===== src/rtl/dmem_arb_pkg.sv =====
// Shared types and constants for the Data_Mem arbiter.
package dmem_arb_pkg;

    typedef enum logic [1:0] {
        ST_IDLE   = 2'd0,
        ST_ACCESS = 2'd1,
        ST_RESP   = 2'd2
    } state_t;

    localparam logic PORT0 = 1'b0;
    localparam logic PORT1 = 1'b1;

    // Wide enough for MAX_WAIT in 1..15.
    localparam int CNT_W = 4;

    // Port 0 has priority unless port 1 has been starved long enough.
    function automatic logic pick_winner(input logic req0, input logic req1,
                                         input logic starved);
        if (req0 && req1)
            return starved ? PORT1 : PORT0;
        return req1 ? PORT1 : PORT0;
    endfunction

endpackage


===== src/rtl/dmem_arb_starve_cnt.sv =====
// Saturating count of consecutive port-1 losses; at_max forces a port-1 win.
module dmem_arb_starve_cnt
    import dmem_arb_pkg::*;
#(
    parameter int MAX_WAIT = 4
) (
    input  logic clk,
    input  logic rst,
    input  logic inc,
    input  logic clr,
    output logic at_max
);

    localparam logic [CNT_W-1:0] MAX_VAL = CNT_W'(MAX_WAIT);

    logic [CNT_W-1:0] r_count;

    // Clear wins over increment; the count never passes MAX_VAL.
    always_ff @(posedge clk or posedge rst) begin
        // NOTE: sequential state uses non-blocking assignments so every flop
        // samples pre-edge values, independent of block evaluation order.
        if (rst)
            r_count <= '0;
        else if (clr)
            r_count <= '0;
        else if (inc && (r_count != MAX_VAL))
            r_count <= r_count + CNT_W'(1);
    end

    assign at_max = (r_count == MAX_VAL);

endmodule


===== src/rtl/dmem_arbiter.sv =====
// Two-port arbiter/sequencer in front of the single-ported Data_Mem.
// Each access runs IDLE -> ACCESS -> RESP; port 0 has priority, port 1 is
// guaranteed progress by the starvation counter.
module dmem_arbiter
    import dmem_arb_pkg::*;
#(
    parameter int ADDR_W   = 32,
    parameter int DATA_W   = 32,
    parameter int MAX_WAIT = 4
) (
    input  logic              clk,
    input  logic              rst,
    input  logic              p0_req,
    input  logic              p0_we,
    input  logic              p0_byte,
    input  logic [ADDR_W-1:0] p0_addr,
    input  logic [DATA_W-1:0] p0_wdata,
    input  logic              p1_req,
    input  logic              p1_we,
    input  logic              p1_byte,
    input  logic [ADDR_W-1:0] p1_addr,
    input  logic [DATA_W-1:0] p1_wdata,
    output logic              p0_gnt,
    output logic              p0_done,
    output logic [DATA_W-1:0] p0_rdata,
    output logic              p1_gnt,
    output logic              p1_done,
    output logic [DATA_W-1:0] p1_rdata,
    output logic [ADDR_W-1:0] Mem_Address,
    output logic [DATA_W-1:0] Write_Data,
    output logic              Store_Byte_or_Word,
    output logic              Mem_Write,
    output logic              Mem_Read,
    input  logic [DATA_W-1:0] Read_Data
);

    state_t r_state;
    state_t w_next_state;
    logic   w_start;

    logic   r_port;
    logic   r_we;

    logic   w_any_req;
    logic   w_both_req;
    logic   w_at_max;
    logic   w_win;
    logic   w_inc;
    logic   w_clr;

    logic              w_sel_we;
    logic              w_sel_byte;
    logic [ADDR_W-1:0] w_sel_addr;
    logic [DATA_W-1:0] w_sel_wdata;

    assign w_any_req  = p0_req | p1_req;
    assign w_both_req = p0_req & p1_req;
    assign w_win      = pick_winner(p0_req, p1_req, w_at_max);

    assign w_sel_we    = (w_win == PORT1) ? p1_we    : p0_we;
    assign w_sel_byte  = (w_win == PORT1) ? p1_byte  : p0_byte;
    assign w_sel_addr  = (w_win == PORT1) ? p1_addr  : p0_addr;
    assign w_sel_wdata = (w_win == PORT1) ? p1_wdata : p0_wdata;

    // Only arbitrations where both ports compete count as a port-1 loss.
    assign w_inc = w_start & w_both_req & (w_win == PORT0);
    assign w_clr = w_start & (w_win == PORT1);

    dmem_arb_starve_cnt #(
        .MAX_WAIT (MAX_WAIT)
    ) u_starve_cnt (
        .clk    (clk),
        .rst    (rst),
        .inc    (w_inc),
        .clr    (w_clr),
        .at_max (w_at_max)
    );

    // State register.
    always_ff @(posedge clk or posedge rst) begin
        if (rst)
            r_state <= ST_IDLE;
        else
            r_state <= w_next_state;
    end

    // Next-state logic; an access starts whenever IDLE sees any request.
    always_comb begin
        // NOTE: defaults first so no path through the case leaves a signal
        // unassigned, which would otherwise infer a latch.
        w_next_state = r_state;
        w_start      = 1'b0;
        case (r_state)
            ST_IDLE: begin
                if (w_any_req) begin
                    w_next_state = ST_ACCESS;
                    w_start      = 1'b1;
                end
            end
            ST_ACCESS: w_next_state = ST_RESP;
            ST_RESP:   w_next_state = ST_IDLE;
            default:   w_next_state = ST_IDLE;
        endcase
    end

    // Request latch, Mem_* drive, grants, done pulses and read capture.
    always_ff @(posedge clk or posedge rst) begin
        if (rst) begin
            r_port             <= PORT0;
            r_we               <= 1'b0;
            Mem_Address        <= '0;
            Write_Data         <= '0;
            Store_Byte_or_Word <= 1'b0;
            Mem_Write          <= 1'b0;
            Mem_Read           <= 1'b0;
            p0_gnt             <= 1'b0;
            p1_gnt             <= 1'b0;
            p0_done            <= 1'b0;
            p1_done            <= 1'b0;
            p0_rdata           <= '0;
            p1_rdata           <= '0;
        end else begin
            // Strobes and done are single-cycle pulses.
            Mem_Write <= 1'b0;
            Mem_Read  <= 1'b0;
            p0_done   <= 1'b0;
            p1_done   <= 1'b0;
            case (r_state)
                ST_IDLE: begin
                    if (w_start) begin
                        r_port             <= w_win;
                        r_we               <= w_sel_we;
                        Mem_Address        <= w_sel_addr;
                        Write_Data         <= w_sel_wdata;
                        // Byte select is meaningless on reads, so keep it low.
                        Store_Byte_or_Word <= w_sel_we & w_sel_byte;
                        Mem_Write          <= w_sel_we;
                        Mem_Read           <= ~w_sel_we;
                        p0_gnt             <= (w_win == PORT0);
                        p1_gnt             <= (w_win == PORT1);
                    end
                end
                ST_ACCESS: begin
                    p0_done <= (r_port == PORT0);
                    p1_done <= (r_port == PORT1);
                end
                ST_RESP: begin
                    p0_gnt <= 1'b0;
                    p1_gnt <= 1'b0;
                    // Read_Data is valid now, one cycle after the Mem_Read cycle.
                    if (!r_we) begin
                        if (r_port == PORT0)
                            p0_rdata <= Read_Data;
                        else
                            p1_rdata <= Read_Data;
                    end
                end
                default: ;
            endcase
        end
    end

endmodule


===== config.mk =====
export PLATFORM = sky130hd
export DESIGN_NAME = dmem_arbiter
export DESIGN_NICKNAME = d
export VERILOG_FILES = /design/src/rtl/dmem_arb_pkg.sv /design/src/rtl/dmem_arb_starve_cnt.sv /design/src/rtl/dmem_arbiter.sv
export SDC_FILE = /design/constraint.sdc
export NUM_CORES = 1
export LEC_CHECK = 0
export BUFFER_PORTS_ARGS = -buffer_cell sky130_fd_sc_hd__buf_4
export CAP_MARGIN = 40
export CORE_UTILIZATION = 42
export DETAILED_ROUTE_END_ITERATION = 6
export PLACE_DENSITY = 0.79
export SKIP_LAST_GASP = 1
export SLEW_MARGIN = 10
export SYNTH_ARGS = -nofsm -noshare
export SYNTH_HDL_FRONTEND = slang
export SYNTH_SLANG_ARGS = --single-unit

===== constraint.sdc =====
create_clock -name clk -period 4.5 [get_ports clk]
set_input_delay 0.45 -clock clk [delete_from_list [all_inputs] [get_ports clk]]
set_output_delay 0.45 -clock clk [all_outputs]
set_load 0.02 [all_outputs]

==> results.rst, run 1 <==
.. list-table::
   :header-rows: 1

   * - Metric
     - Value
   * - Run status
     - finished, violations left
   * - Violated checks
     - DRC
   * - Width of the die
     - 126 um
   * - Setup-violating endpoint count in the final report
     - 0
   * - Minimum setup slack among reg-to-reg paths
     - 2.00 ns
   * - Syn Std Cell Area
     - 6410 um2
   * - Number of buffers inserted by hold repair at cts
     - 0
   * - Starting utilization of the core area
     - 43.6%
   * - Post-synthesis to final-layout area growth
     - 45.7%
   * - Clock tree from TritonCTS
     - yes
   * - Residual DRC count
     - 22
   * - Post-synthesis net count
     - 743
   * - Sum of buffers and inverters on the critical path
     - 3
   * - Post-CTS setup buffer count
     - 0
   * - Quantity of gates resized following cts
     - 0
   * - Bufs on Longest Clock Path
     - 2
   * - Critical path cell sequence
     - nor2_4, buf_4, nand2_1, inv_2, buf_4, o221ai_1
   * - Number of synthesized register bits
     - 143
   * - WP data arrival
     - 2.75 ns
   * - Relative max-transition margin
     - 40.6%
   * - Unrepaired setup endpoints after global routing
     - false
   * - Clock tree skew after final layout
     - 0.00980 ns
   * - Post-placement setup slack
     - 1.90 ns
   * - Largest cells by area after synthesis
     - dfrtp_1 (56%), mux2_2 (11%), o221ai_1 (8.9%)
   * - Commonest non-fill, non-tap cells in the layout
     - buf_4 (313), dfrtp_1 (143), inv_1 (69), nand3_1 (69), nand4_1 (66)
   * - Vias in the first global route
     - 5642
   * - Buffer type at the clock tree root
     - clkbuf_16
   * - Kind of path behind the tightest hold check
     - in -> async
   * - Cell Pwr Density
     - 726 nW/um2
   * - Delay of the slowest cell on the worst path
     - 0.56 ns
   * - Reg-to-reg startpoint
     - r_state[1]$_DFFE_PP0P_
   * - Crit Path Max Fanout
     - 44
   * - Proportion of layout cells with a drive suffix above 1
     - 48.3%
   * - Destination of the worst register-to-register timing path
     - Write_Data[8]$_DFFE_PP0P_
   * - Depth of the CTS H-tree
     - 4
   * - Number of clock buffers inserted by TritonCTS
     - 17
   * - GR Overflow Total
     - 0
   * - Antenna diode count
     - 0
   * - Final worst-path setup slack
     - 2.00 ns
   * - Overall fraction of global-route tracks in use
     - 24.2%
   * - Pins Over Slew Limit
     - 0
   * - CP startpoint kind
     - flop
   * - Nature of the critical path endpoint
     - flop
   * - Detailed-route vias per instance
     - 5.50
   * - Port Buffer Count
     - 302
   * - Number of clock sinks seen by CTS
     - 143
   * - Mean area per synthesized cell
     - 11.2 um2
   * - Final cell utilization of the core
     - 63.6%
   * - Most common library cell in the layout ignoring fill and taps
     - buf_4
   * - Endpoint required time on the critical path
     - 4.75 ns
   * - Most repeated library cell on the critical path
     - buf_4
   * - Die Outline Area
     - 15800 um2
   * - Delay-heaviest family, CP
     - buffers and inverters
   * - Routed vias
     - 5743
   * - Crit path depth
     - 6
   * - Logic depth of the worst register-to-register path
     - 6
   * - Core area
     - 14700 um2
   * - I/O Pins
     - 303
   * - Leading area contributor after synthesis
     - dfrtp_1
   * - Measured slew at the worst slew-check pin
     - 0.891 ns
   * - Instance count of the mapped netlist
     - 573
   * - Row Count
     - 44
   * - Class of the most critical setup path
     - reg -> reg
   * - Post-detailed-routing wire length
     - 18.9 mm
   * - Yosys Warn Count
     - 0
   * - Final worst-path cycle share
     - 55.5%
   * - Crit path time final
     - 2.50 ns
   * - Leak
     - 4.54 nW
   * - Chip height
     - 126 um
   * - Number of iterations in the first detailed-routing pass
     - 7
   * - Source-to-sink clock delay at the later pin of the worst-skew pair
     - 0.42 ns
   * - Number of distinct library cells after synthesis
     - 34
   * - Fraction of synthesized cell area taken by the top area cell type
     - 55.8%
   * - Antenna violations before repair
     - 0
   * - Final RePlAce weighted congestion
     - 0.814
   * - Slowest cell on the critical path
     - inv_2
   * - Register area share after synthesis
     - 55.8%
   * - Half-perimeter wire length after placement
     - 12.8 mm
   * - Worst vdd rail ir drop
     - 345 uV
   * - Maximum number of pins on one net before global-route repair
     - 93
   * - Detail-routed net length per standard cell
     - 18.1 um
   * - First-pass GRT wire length
     - 29.6 mm
   * - Max-cap viol count
     - 0
   * - Final Hold Fails
     - 0
   * - Post-route ant nets
     - 0
   * - Total number of nets in the final design
     - 1018
   * - Clock-pin slew reported for the worst setup and hold paths after clock tree synthesis
     - 0.06 ns
   * - Maximum achievable frequency
     - 401 MHz
   * - Total Neg Setup Slack
     - 0 ns
   * - Initial DRC count
     - 320
==> registers in the layout (all words and copies together) (netlist names) <==
register / flops
Mem_Address: 32
Mem_Read: 1
Mem_Write: 1
Store_Byte_or_Word: 1
Write_Data: 32
p0_done: 1
p0_gnt: 1
p0_rdata: 32
p1_done: 1
p1_gnt: 1
p1_rdata: 32
r_port: 1
r_state: 2
r_we: 1
u_starve_cnt.r_count: 4
==> power breakdown <==
| part | leakage (nW) | internal, W | switching [W] |
|---|---|---|---|
| clock network | 0.267 | 0.000771 | 0.000550 |
| registers | 1.78 | 0.00189 | 0.000347 |
| logic | 2.49 | 0.00142 | 0.00180 |
==> layout make-up <==
cell class | instances | area (um2)
flip-flops and latches | 143 | 3580
repair buffers | 313 | 2350
clock inverters | 14 | 120
fillers | 1205 | 5350
multi-input cells | 302 | 2360
well taps | 184 | 230
clock buffers | 18 | 439
inverters | 71 | 272
==> Yosys cell counts, drive strengths merged <==
library cell  instances
dfrtp               143
inv                  71
nand3                69
nand4                66
mux2                 65
o221ai               65
clkbuf               34
buf                  23
nand2                 5
and2                  3
nor3                  3
o21ai                 3
a21oi                 2
ha                    2
mux2i                 2
nand2b                2
nor2b                 2
o211ai                2
a22o                  1
a31oi                 1
and3                  1
and3b                 1
nand4b                1
nor2                  1
o311ai                1
or2                   1
or2b                  1
or3b                  1
or4                   1
==> metal layers <==
metal	vias to the layer above	part of all wire [%]	global-route usage, %
li1	2668	-	-
met1	2763	39	28.3
met2	279	49	40.0
met3	33	9.7	8.77
met4	0	2.6	10.5
met5	-	0	0
==> cells by family (layout without fill, tap and decap cells) <==
group                      after synthesis  count (layout)  share of synthesized area, %
AOI/OAI and AO/OA                       75              75                          9.95
adders and majority gates                2               2                         0.390
buffers and inverters                  128             416                          7.94
DFF                                    143             143                          55.8
and+or+nand+nor                        158             158                          14.2
muxes                                   67              67                          11.7
==> through the flow <==
step / instance area (um2) / power [W] / hold WS [ns] / instances
final: 9350 / 0.00678 / 0.156 / 1045
after global placement: 8790 / 0.00543 / 0.470 / 1013
after global routing: 9350 / 0.00719 / 0.222 / 1045
after detailed placement: 8790 / 0.00550 / 0.476 / 1013
after CTS: 9350 / 0.00684 / 0.193 / 1045
after floorplan: 6410 / 0.00414 / 0.466 / 573
==> worst max-delay path by stage <==
stage	startpoint	endpoint	slack, ns
4_1_cts	r_state[1]$_DFFE_PP0P_	Write_Data[8]$_DFFE_PP0P_	2.01
5_1_grt	r_state[1]$_DFFE_PP0P_	Write_Data[12]$_DFFE_PP0P_	1.83
6_report	r_state[1]$_DFFE_PP0P_	Write_Data[8]$_DFFE_PP0P_	2.00
3_3_place_gp	p0_req	Write_Data[16]$_DFFE_PP0P_	2.00
3_5_place_dp	p0_req	Mem_Address[30]$_DFFE_PP0P_	1.90
2_1_floorplan	rst	Mem_Address[0]$_DFFE_PP0P_	0.21
Note: power is estimated with default switching activity, not from simulation.
==> run 2, diff against run 1 <==
Settings changed: ABC_AREA set to 1, CORE_AREA set to 2 2 117 119, CORE_UTILIZATION 42 to unset, DIE_AREA set to 0 0 119 121, PLACE_DENSITY 0.79 to 0.82.
Clock period 4.5 ns to 2.3 ns, I/O delays scaled along.
==> run 2 against run 1 <==
Against the previous run:
- the run now ends clean
- first-iteration DRC count increased by 15%
- global-route usage decreased by 0.40 points
- total power increased by 97%
- combinational power increased by 79%
- final cell count increased by 9.4%
- synthesized area decreased by 9.3%
- clock skew about the same
- maximum frequency increased by 41%
- synthesized cell count increased by 15%
- routed wire length decreased by 9.0%
- non-clock buffer count decreased by 2
- sequential share of layout area increased by 1.8 points
- critical path type unchanged
- highest routed layer unchanged
==> results.rst, run 2 <==
.. list-table::
   :header-rows: 1

   * - Metric
     - Value
   * - Starting utilization of the core area
     - 44.5% (was 43.6%)
   * - Unrepaired setup endpoints after global routing
     - false (unchanged)
   * - First-pass GRT wire length
     - 26.7 mm (was 29.6 mm)
   * - Met3 usage in global routing
     - 8.08% (was 8.77%)
   * - Post-placement setup slack
     - 0.509 ns (was 1.90 ns)
   * - Top post-synthesis cells by count
     - nand2_1 (273), dfrtp_1 (143), nand3_1 (73) (was dfrtp_1 (143), inv_1 (70), nand3_1 (69))
   * - Post-route ant nets
     - 0 (unchanged)
   * - Count of flip-flops with a built-in enable after synthesis
     - 0 (unchanged)
   * - Final worst-path setup slack
     - 0.533 ns (was 2.00 ns)
   * - Clock tree skew after final layout
     - 0.00956 ns (was 0.00980 ns)
   * - Core area
     - 13100 um2 (was 14700 um2)
   * - Depth of the CTS H-tree
     - 4 (unchanged)
   * - Final worst-path cycle share
     - 76.8% (was 55.5%)
   * - Reported net switching power
     - 0.00511 W (was 0.00270 W)
   * - Residual DRC count
     - 0 (was 22)
   * - Final cell utilization of the core
     - 68.2% (was 63.6%)
   * - Syn Std Cell Area
     - 5820 um2 (was 6410 um2)
   * - Final std cells w/o fill
     - 1143 (was 1045)
   * - Number of clock buffers inserted by TritonCTS
     - 17 (unchanged)
   * - Proportion of layout cells with a drive suffix above 1
     - 36.2% (was 48.3%)
   * - Cell Pwr Density
     - 1490 nW/um2 (was 726 nW/um2)
   * - Width of the die
     - 119 um (was 126 um)
   * - Mean area per synthesized cell
     - 8.85 um2 (was 11.2 um2)
   * - Final Hold Fails
     - 0 (unchanged)
   * - Reg-to-reg startpoint
     - u_starve_cnt.r_count[0]$_DFFE_PP0P_ (was r_state[1]$_DFFE_PP0P_)
   * - Sequential cell fraction of total power
     - 33.5% (was 33.0%)
   * - Row Count
     - 42 (was 44)
   * - Endpoint required time on the critical path
     - 2.59 ns (was 4.75 ns)
   * - Max-cap viol count
     - 0 (unchanged)
   * - Footprint of the flip-flops and latches
     - 3580 um2 (unchanged)
   * - Total number of nets in the final design
     - 1125 (was 1018)
   * - Commonest non-fill, non-tap cells in the layout
     - buf_4 (306), nand2_1 (273), dfrtp_1 (143) (was buf_4 (313), dfrtp_1 (143), inv_1 (69), nand3_1 (69), nand4_1 (66))
   * - Fraction of synthesized cell area taken by the top area cell type
     - 61.5% (was 55.8%)
   * - GR met1 Demand/Resource
     - 28.3% (about the same)
   * - Initial DRC count
     - 367 (was 320)
   * - Grt peak-use layer
     - met2 (unchanged)
   * - Number of distinct library cells after synthesis
     - 22 (was 34)
   * - Detail-routed net length per standard cell
     - 15.1 um (was 18.1 um)
   * - Most common library cell in the layout ignoring fill and taps
     - buf_4 (unchanged)
   * - Clock tree from TritonCTS
     - yes (unchanged)
   * - Final RePlAce weighted congestion
     - 0.866 (was 0.814)
   * - Buffer type at the clock tree root
     - clkbuf_16 (unchanged)
   * - Share of flip-flops with an asynchronous set or reset
     - 100% (unchanged)
   * - Register area share after synthesis
     - 61.5% (was 55.8%)
   * - Post-synthesis net count
     - 827 (was 743)
   * - I/O Pins
     - 303 (unchanged)
   * - Overall fraction of global-route tracks in use
     - 23.8% (was 24.2%)
   * - Primary FF master, synth
     - dfrtp_1 (unchanged)
   * - Number of clock sinks seen by CTS
     - 143 (unchanged)
   * - Switching part of the total power
     - 38.3% (was 39.8%)
   * - Measured slew at the worst slew-check pin
     - 0.695 ns (was 0.891 ns)
   * - Cells after DPL
     - 1111 (was 1013)
   * - Pins Over Slew Limit
     - 0 (unchanged)
   * - WP data arrival
     - 2.06 ns (was 2.75 ns)
   * - Bufs on Longest Clock Path
     - 2 (unchanged)
   * - GR Overflow Total
     - 0 (unchanged)
   * - Antenna diode count
     - 0 (unchanged)
   * - Filler Cell Count
     - 1049 (was 1205)
   * - Die Outline Area
     - 14400 um2 (was 15800 um2)
   * - Clock-pin slew reported for the worst setup and hold paths after clock tree synthesis
     - 0.06 ns (about the same)
   * - Post-detailed-routing wire length
     - 17.2 mm (was 18.9 mm)
   * - Part of the power in combinational logic
     - 43.1% (was 47.5%)
   * - Total Neg Setup Slack
     - 0 ns (unchanged)
   * - Fraction of power consumed by the clock network
     - 23.4% (was 19.5%)
   * - Vias in the first global route
     - 5328 (was 5642)
   * - Leak
     - 4.80 nW (was 4.54 nW)
   * - Maximum achievable frequency
     - 566 MHz (was 401 MHz)
   * - Antenna violations before repair
     - 0 (unchanged)
   * - Chip height
     - 121 um (was 126 um)
   * - Relative max-transition margin
     - 53.7% (was 40.6%)
   * - Largest cells by area after synthesis
     - dfrtp_1 (62%), nand2_1 (18%), nand3_1 (6.3%) (was dfrtp_1 (56%), mux2_2 (11%), o221ai_1 (8.9%))
   * - Worst min-delay path startpoint
     - p0_addr[24]
   * - Number of iterations in the first detailed-routing pass
     - 5 (was 7)
   * - Post-CTS setup buffer count
     - 0 (unchanged)
   * - CP startpoint kind
     - flop (unchanged)
   * - Routed vias
     - 5583 (was 5743)
   * - Detailed-route vias per instance
     - 4.88 (was 5.50)
   * - Most frequent cell after synthesis
     - nand2_1 (was dfrtp_1)
   * - Post-synthesis to final-layout area growth
     - 53.5% (was 45.7%)
   * - Worst setup path startpoint
     - u_starve_cnt.r_count[0]$_DFFE_PP0P_ (was r_state[1]$_DFFE_PP0P_)
   * - Class of the most critical setup path
     - reg -> reg (unchanged)
   * - Port Buffer Count
     - 302 (unchanged)
   * - Run status
     - finished, final reports clean (was finished, violations left)
   * - Yosys Warn Count
     - 0 (unchanged)
   * - Total area of multi-input combinational cells
     - 1880 um2 (was 2360 um2)
   * - Maximum number of pins on one net before global-route repair
     - 68 (was 93)
   * - Crit path time final
     - 1.77 ns (was 2.50 ns)
   * - Nature of the critical path endpoint
     - flop (unchanged)
   * - Leading area contributor after synthesis
     - dfrtp_1 (unchanged)
   * - Int Power
     - 0.00823 W (was 0.00409 W)
   * - Worst vdd rail ir drop
     - 739 uV (was 345 uV)
   * - GR met2 Demand/Resource
     - 39.9% (was 40.0%)
   * - Crit Path Max Fanout
     - 66 (was 44)
   * - Instance count of the mapped netlist
     - 657 (was 573)
   * - Setup-violating endpoint count in the final report
     - 0 (unchanged)
   * - Source-to-sink clock delay at the later pin of the worst-skew pair
     - 0.40 ns (was 0.42 ns)
   * - Half-perimeter wire length after placement
     - 12.6 mm (was 12.8 mm)
   * - Kind of path behind the tightest hold check
     - in -> reg (was in -> async)
   * - Number of synthesized register bits
     - 143 (unchanged)
-- run 2: through the flow --
| stage | total power, W | instance area [um2] | hold slack [ns] |
|---|---|---|---|
| 2_1_floorplan | 0.00757 | 5820 | 0.350 |
| 3_3_place_gp | 0.0101 | 8240 | 0.374 |
| 3_5_place_dp | 0.0103 | 8240 | 0.379 |
| 4_1_cts | 0.0135 | 8930 | 0.00874 |
| 5_1_grt | 0.0141 | 8930 | 0.0157 |
| 6_report | 0.0133 | 8930 | 0.0272 |
-- run 2: worst paths after layout --
kind | depth (start not counted) | slack (ns) | to
min | 3 | 0.03 | Mem_Address[24]$_DFFE_PP0P_
min in group asynchronous | 4 | 0.52 | Write_Data[18]$_DFFE_PP0P_
max in group asynchronous | 4 | 1.44 | p1_rdata[19]$_DFFE_PP0P_
min reg2reg | 2 | 0.48 | p1_rdata[7]$_DFFE_PP0P_
max reg2reg | 10 | 0.53 | u_starve_cnt.r_count[3]$_DFFE_PP0P_
max | 10 | 0.53 | u_starve_cnt.r_count[3]$_DFFE_PP0P_
-- run 2: power groups by stage --
stage | clock network (W) | registers [W] | logic (W)
after floorplan | 0 | 0.00582 | 0.00175
after CTS | 0.00318 | 0.00447 | 0.00580
after global placement | 0 | 0.00444 | 0.00565
final | 0.00312 | 0.00447 | 0.00575
after detailed placement | 0 | 0.00445 | 0.00581
after global routing | 0.00330 | 0.00462 | 0.00621
-- run 2: metal layers --
metal | vias to the layer above | share of wire, %
met5 | - | 0
met4 | 0 | 2.9
met3 | 31 | 9.4
met2 | 273 | 50
met1 | 2615 | 38
li1 | 2664 | -
-- run 2: layout make-up --
| class | instances | share of cell area (%) |
|---|---|---|
| multi-input cells | 435 | 21.1 |
| clock buffers | 22 | 5.31 |
| repair buffers | 311 | 26.7 |
| flip-flops and latches | 143 | 40.1 |
| well taps | 176 | 2.47 |
| inverters | 47 | 2.05 |
| clock inverters | 9 | 2.27 |
-- run 2: kinds of logic after synthesis --
group	after synthesis	share of synthesized area, %
and+or+nand+nor	362	25.5
buffers and inverters	79	6.28
adders and majority gates	2	0.430
DFF	143	61.5
AOI/OAI and AO/OA	69	5.96
xor gates and xnor gates	2	0.301
-- run 2: worst max-delay path, cell delays in order (launching register included) --
cell and delay [ns]:
dfrtp_1 0.41, inv_1 0.09, ha_1 0.14, nand3_1 0.07, nand2_1 0.13, nand2_2 0.11
nor2_4 0.11, buf_12 0.26, inv_1 0.17, nand3b_1 0.12, nand2_1 0.05
-- run 2: timing repair --
item                                   4_1_cts  5_1_grt
endpoints found under the hold margin      115        0
gates resized for setup                      0        0
hold buffers                                 1        0
